### config.mk
export PLATFORM = sky130hd
export DESIGN_NAME = serial_sum_deserializer
export DESIGN_NICKNAME = d
export VERILOG_FILES = /design/src/rtl/serial_sum_deserializer.sv
export SDC_FILE = /design/constraint.sdc
export NUM_CORES = 1
export LEC_CHECK = 0
export CAP_MARGIN = 20
export CELL_PAD_IN_SITES_DETAIL_PLACEMENT = 1
export CELL_PAD_IN_SITES_GLOBAL_PLACEMENT = 2
export CORE_ASPECT_RATIO = 0.75
export CORE_MARGIN = 8
export CORE_UTILIZATION = 32
export CTS_BUF_LIST = sky130_fd_sc_hd__clkbuf_2
export CTS_CLUSTER_SIZE = 20
export DETAILED_ROUTE_END_ITERATION = 16
export PLACE_DENSITY_LB_ADDON = 0.12
export SLEW_MARGIN = 10
export SYNTH_ARGS = -nofsm -noshare
export SYNTH_HDL_FRONTEND = slang
export SYNTH_SLANG_ARGS = --single-unit
### constraint.sdc
create_clock -name clk -period 1.7 [get_ports clk]
set_clock_uncertainty 0.2 [all_clocks]
set_input_delay 0.255 -clock clk [delete_from_list [all_inputs] [get_ports clk]]
set_output_delay 0.255 -clock clk [all_outputs]
set_load 0.005 [all_outputs]
### src/rtl/serial_sum_deserializer.sv
// Rebuilds a parallel sum word and carry-out from an LSB-first bit-serial frame,
// with a one-word valid/ready output buffer and abort/overrun error pulses.
module serial_sum_deserializer #(
    parameter int WIDTH = 6
) (
    input  logic             clk,
    input  logic             rst_n,
    input  logic             s_valid,
    input  logic             s_start,
    input  logic             s_bit,
    output logic [WIDTH-1:0] p_sum,
    output logic             p_cout,
    output logic             p_valid,
    input  logic             p_ready,
    output logic             busy,
    output logic             err_abort,
    output logic             err_overrun
);

    // state | meaning
    // IDLE  | waiting for s_start, stray bits ignored
    // SHIFT | frame partially received, r_cnt = next bit index
    typedef enum logic [0:0] {ST_IDLE, ST_SHIFT} state_t;

    localparam int CW = $clog2(WIDTH + 1);
    localparam logic [CW-1:0] LP_LAST = CW'(WIDTH);

    state_t           r_state, w_state_nxt;
    logic [CW-1:0]    r_cnt, w_cnt_nxt;
    logic [WIDTH-1:0] r_sh, w_sh_nxt;
    logic [WIDTH-1:0] r_p_sum;
    logic             r_p_cout, r_p_valid, r_err_abort, r_err_overrun;
    logic             w_done, w_abort, w_load, w_overrun, w_p_valid_nxt;

    always_comb begin
        w_state_nxt = r_state;
        w_cnt_nxt   = r_cnt;
        w_sh_nxt    = r_sh;
        w_done      = 1'b0;
        w_abort     = 1'b0;
        case (r_state)
            ST_IDLE: begin
                if (s_valid && s_start) begin
                    w_sh_nxt    = {{(WIDTH-1){1'b0}}, s_bit};
                    w_cnt_nxt   = CW'(1);
                    w_state_nxt = ST_SHIFT;
                end
            end
            ST_SHIFT: begin
                if (s_valid) begin
                    if (s_start) begin
                        // Restart: partial frame is discarded, this bit is bit 0 again
                        w_abort   = 1'b1;
                        w_sh_nxt  = {{(WIDTH-1){1'b0}}, s_bit};
                        w_cnt_nxt = CW'(1);
                    end else if (r_cnt < LP_LAST) begin
                        w_sh_nxt[r_cnt] = s_bit;
                        w_cnt_nxt       = r_cnt + 1'b1;
                    end else begin
                        w_done      = 1'b1;
                        w_cnt_nxt   = '0;
                        w_state_nxt = ST_IDLE;
                    end
                end
            end
            default: w_state_nxt = ST_IDLE;
        endcase

        // A same-cycle accept frees the buffer for the completing frame
        w_load        = w_done && (!r_p_valid || p_ready);
        w_overrun     = w_done && r_p_valid && !p_ready;
        w_p_valid_nxt = r_p_valid;
        if (w_load)
            w_p_valid_nxt = 1'b1;
        else if (r_p_valid && p_ready)
            w_p_valid_nxt = 1'b0;
    end

    always_ff @(posedge clk or negedge rst_n) begin
        if (!rst_n) begin
            r_state       <= ST_IDLE;
            r_cnt         <= '0;
            r_sh          <= '0;
            r_p_sum       <= '0;
            r_p_cout      <= 1'b0;
            r_p_valid     <= 1'b0;
            r_err_abort   <= 1'b0;
            r_err_overrun <= 1'b0;
        end else begin
            r_state       <= w_state_nxt;
            r_cnt         <= w_cnt_nxt;
            r_sh          <= w_sh_nxt;
            r_p_valid     <= w_p_valid_nxt;
            r_err_abort   <= w_abort;
            r_err_overrun <= w_overrun;
            if (w_load) begin
                r_p_sum  <= r_sh;
                r_p_cout <= s_bit;
            end
        end
    end

    assign p_sum       = r_p_sum;
    assign p_cout      = r_p_cout;
    assign p_valid     = r_p_valid;
    assign busy        = (r_state == ST_SHIFT);
    assign err_abort   = r_err_abort;
    assign err_overrun = r_err_overrun;

endmodule

# [Word-level counts from Yosys, hierarchy flattened]
# Cells that the tools add are included.
[totals] register_bits=20 in_bits=6 wordCells=55
[op_classes] add_sub_neg=1 n_lt_le_gt_ge=3 n_eq_ne=3 mux=27 n_bitwise=1 reduce_logical=12
[op_table] operator="6-bit 2-to-1 mux" n=4
[op_table] operator="1-bit 2-to-1 mux" n=14
[op_table] operator="3-bit 2-to-1 mux" n=4
[op_table] operator="6-bit one-hot mux with 2 select lines" n=1
[op_table] operator="6-bit bitwise mux" n=1
[op_table] operator="1-bit logical AND" n=6
[op_table] operator="3-bit one-hot mux with 2 select lines" n=1
[op_table] operator="3-bit by 4-bit less-than comparator with 1-bit output, second input constant" n=1
[op_table] operator="2-bit != test, second input constant" n=2
[op_table] operator="3-bit by 1-bit adder with 3-bit output, second input constant" n=1
[op_table] operator="1-bit demux with 3-bit select" n=1
[op_table] operator="3-bit by 1-bit greater-or-equal comparator with 1-bit output, second input constant" n=1
[op_table] operator="3-bit less-than comparator, second input constant" n=1
[op_table] operator="3-bit by 2-bit != test with 1-bit output, second input constant" n=1
[op_table] operator="3-bit AND reduction" n=1
[op_table] operator="1-bit logical NOT" n=2
[op_table] operator="1-bit one-hot mux with 2 select lines" n=1
[op_table] operator="2-bit AND reduction" n=1
[op_table] operator="2-bit nonzero test" n=1
[op_table] operator="1-bit logical OR" n=1
[op_table] operator="1-bit NOT" n=1

# [Depth between registers and ports, before layout]
[depth] word_depth=9 mapped_depth=5

# [Worst setup path after synthesis]
# OpenSTA, ideal clock, no wires.
[synth_timing] kind="register to register" start="register r_state (netlist: busy)" end="register r_p_cout (netlist: p_cout)" setup_time_ps=125 t_arrival_ps=1315 required_time_ps=1375 path_slack_ps=60 path_stages_with_launch=6 n_path_buf=2 period_less_slack_ps=1640 cell_sequence="dfrtp_1 -> buf_2 -> and3b_4 -> and3b_1 -> buf_6 -> mux2_4"
[synth_via] elab_chain_len=2
[synth_lines] item="start, declared" line_no="28" rtl="state_t r_state, w_state_nxt;"
[synth_lines] item="start signal, assigned" line_no="90" rtl="r_state <= w_state_nxt;"
[synth_lines] item="1-bit 2-to-1 mux" line_no="41" rtl="case (r_state)"
[synth_lines] item="1-bit logical AND" line_no="70" rtl="w_load = w_done && (!r_p_valid || p_ready);"
[synth_lines] item="end signal, assigned" line_no="98" rtl="r_p_cout <= s_bit;"
[synth_lines] item="end, declared" line_no="32" rtl="logic r_p_cout, r_p_valid, r_err_abort, r_err_overrun;"
# Every way passes these cells.
# A chain may end at the register's enable or synchronous reset.

# [Worst setup path in the final report]
[layout_timing] start="register r_state (netlist: busy)" end="register r_p_sum[4] (netlist: p_sum[4])"
[layout_via] elab_chain_len=2
[layout_lines] item="1-bit 2-to-1 mux" line_no="41"
[layout_lines] item="1-bit logical AND" line_no="70"
[layout_lines] item="end signal, assigned" line_no="97" rtl="r_p_sum <= r_sh;"
[layout_lines] item="end, declared" line_no="31" rtl="logic [WIDTH-1:0] r_p_sum;"
# Every way passes these cells.

==> results.toml <==
[floorplanning]
initial_core_util_pct = 33.0
dieArea_um2 = 5010
rows = 17
die-height_um = 63.3
core_region_area_um2 = 2890
die-width_um = 79.1
io_pins = 17

[grt]
grt_pass1_vias = 812
grt_usage_pct = 10.1
antenna_found_initial = 0
gr-total-overflow = 0
grt_pass1_wl_mm = 3.97
grt_max_degree = 21

[place]
placedCellCount = 140
routabilityCongestion = 0.720
portBuffers = 16
post-place-ws_ps = -243
post-dp-hpwl_mm = 1.72

[clock_tree]
cts_tree = "done"
cts_sinks = 20
clkTransAtPathRegs_ps = 180
cts_made_buffers = 3
cts_hold_buf = 0
cts_max_path_buffers = 2
clock_latency_ps = 310
htreeDepth = 1
ctsRootBufferMaster = "clkbuf_2"

[synth]
synth-seq-cells = 20
yosysTopAreaCell = "dfrtp_1"
synth_flop_cell = "dfrtp_1"
yosys_warnings = 0
syn_nets = 87
yosys-top-cells-count = "dfrtp_1 (20), mux2_4 (7), nand2_1 (7)"
async_flop_share_pct = 100
netlist_area_um2 = 955
synth_cells = 80
synth_cell_type_count = 31
synth_top_area_share_pct = 52.4
synth.most_common_cell = "dfrtp_1"
postSynthAreaPerCell_um2 = 11.9
synth_area_leaders = "dfrtp_1 (52%), mux2_4 (11%), nand2_1 (2.8%)"
synth-edff-count = 0
seq_area_frac_synth_pct = 52.4

[min_path]
hold_class = "input pin to asynchronous set/reset pin"

[cells_and_area]
fin_nets = 124
drive_gt1_share_pct = 32.8
fin_cells = 154
antenna_cells = 0
synthToLayoutAreaGrowth_pct = 41.3
fillers = 346
register_area_um2 = 502
multi_input_area_um2 = 414

[drt]
wl_mm = 2.26
num_vias = 735
dr.first_iter.drc_count = 13
drt-vias-per-instance = 4.77
drcViolationCount = 0
drt-wirelength-per-cell_um = 14.7
detail-route-antenna-nets = 0
drt_first_pass_iters = 3

[critical_path]
regToRegStartpoint = "busy$_DFF_PN0_"
rr_worst_depth = 5
rrSetupSlack_ps = 20
crit_family = "flip-flops"
slowest_stage = "dfrtp_1"
crit_path_end_kind = "flip-flop"
required_ps = 1720
path_class = "flip-flop to flip-flop"
crit_buf_inv = 2
arrival_ps = 1700
start_kind = "flip-flop"
cp_cell_sequence = "buf_4, and3b_4, and3b_1, buf_12, mux2_4"
critPathMaxFanout = 7
cpPeakStageDelay_ps = 440
r2r_end = "p_sum[4]$_DFFE_PN0P_"

[sta]
fin_crit_ps = 1680
timing.final.crit_share_pct = 98.7
setup_viol = 0
slew_violations = 0
finalWorstSetupSlack_ps = 22.3
fmax_ghz = 0.596
relSlewSlack_pct = 82.0
rsz0062_at_grt = "true"
fin_setup_tns_ps = 0
worst_pin_slew_ps = 270
hold_viol = 0
hold_ws_ps = 49.9

[power_and_ir_drop]
powerDensity_nw_per_um2 = 953
switchingPower_mw = 0.407
p_int_mw = 0.878
p_seq_share_pct = 48.1
total_power_mw = 1.28
leakagePower_nw = 0.780
combPwrFrac_pct = 36.7
peakVddDrop_uv = 430
p_clk_share_pct = 15.2
swShare_pct = 31.7

[flow_run]
maxCapViolCount = 0

[status]
status = "finished clean"
==> placed cells by master (no fill, tap or decap), drive strengths merged, types with 5 or more instances in the layout <==
| cell type | count |
|---|---|
| nand2 | 7 |
| buf | 21 |
| dlymetal6s2s | 9 |
| clkdlybuf4s50 | 6 |
| dfrtp | 20 |
| mux2 | 8 |
| o21ai | 5 |
==> registers in the layout, indices dropped and copies added, names as in the netlist <==
| signal | cells |
|---|---|
| p_sum | 6 |
| err_overrun | 1 |
| busy | 1 |
| err_abort | 1 |
| r_sh | 6 |
| p_cout | 1 |
| r_cnt | 3 |
| p_valid | 1 |
==> worst reg2reg max path: cells and delay by family (launching register included) <==
family,cells,cell delay [ps]
buffers and inverters,2,300
flip-flops,1,440
AND/OR/NAND/NOR,2,370
multiplexers,1,290
==> power groups by stage <==
| stage | Sequential [mW] | Clock (mW) | Combinational, mW |
|---|---|---|---|
| 2_1_floorplan | 0.606 | 0 | 0.263 |
| 4_1_cts | 0.619 | 0.210 | 0.461 |
| 5_1_grt | 0.631 | 0.231 | 0.534 |
| 6_report | 0.618 | 0.195 | 0.472 |
| 3_5_place_dp | 0.633 | 0 | 0.448 |
| 3_3_place_gp | 0.628 | 0 | 0.438 |
==> logic make-up after synthesis <==
logic type / Yosys count / share of synthesized area [%]
and+or+nand+nor: 27 / 17.3
DFF: 20 / 52.4
AOI/OAI and AO/OA: 16 / 12.6
buffers and inverters: 8 / 4.19
muxes: 8 / 12.2
adders and majority gates: 1 / 1.31
==> layer usage <==
layer / routed length [µm] / part of all wire [%] / global-route usage (%)
met3: 96 / 4.2 / 3.82
met5: 0 / 0 / 0
met2: 1030 / 45 / 15.6
met4: 27 / 1.2 / 3.46
met1: 1110 / 49 / 12.4
==> how the worst max path moves through the flow <==
| stage | slack, ps | startpoint | to | cells after the start |
|---|---|---|---|---|
| 3_5_place_dp | -240 | s_start | p_sum[4]$_DFFE_PN0P_ | 5 |
| 5_1_grt | -20 | busy$_DFF_PN0_ | p_sum[5]$_DFFE_PN0P_ | 5 |
| 2_1_floorplan | 60 | busy$_DFF_PN0_ | p_cout$_DFFE_PN0P_ | 5 |
| 6_report | 20 | busy$_DFF_PN0_ | p_sum[4]$_DFFE_PN0P_ | 5 |
| 3_3_place_gp | -230 | s_start | p_sum[3]$_DFFE_PN0P_ | 5 |
| 4_1_cts | 4 | p_sum[3]$_DFFE_PN0P_ | p_sum[3] | 1 |
==> repair_timing <==
item | 4_1_cts | 5_1_grt
gates resized for setup | 1 | 11
setup endpoints to repair | 3 | 18
endpoints found under the hold margin | 0 | 0
gates cloned | 0 | 0
buffers inserted | 3 | 7
pin swaps | 0 | 0
==> metrics by stage <==
step	cell area, µm²	utilization [%]
after CTS	1270	43.9
after floorplan	955	-
after global placement	1230	42.5
final	1350	46.6
after global routing	1350	46.6
after detailed placement	1230	42.5
==> layout make-up <==
cell class                 count  area share [%]
inverter                       3           0.835
multi-input combinational     52            30.7
clock buffer                   3            1.11
timing repair buffer          37            26.3
tap                           38            3.53
sequential                    20            37.2
clock inverter                 1           0.278
Power figures use the tool's default switching activity.
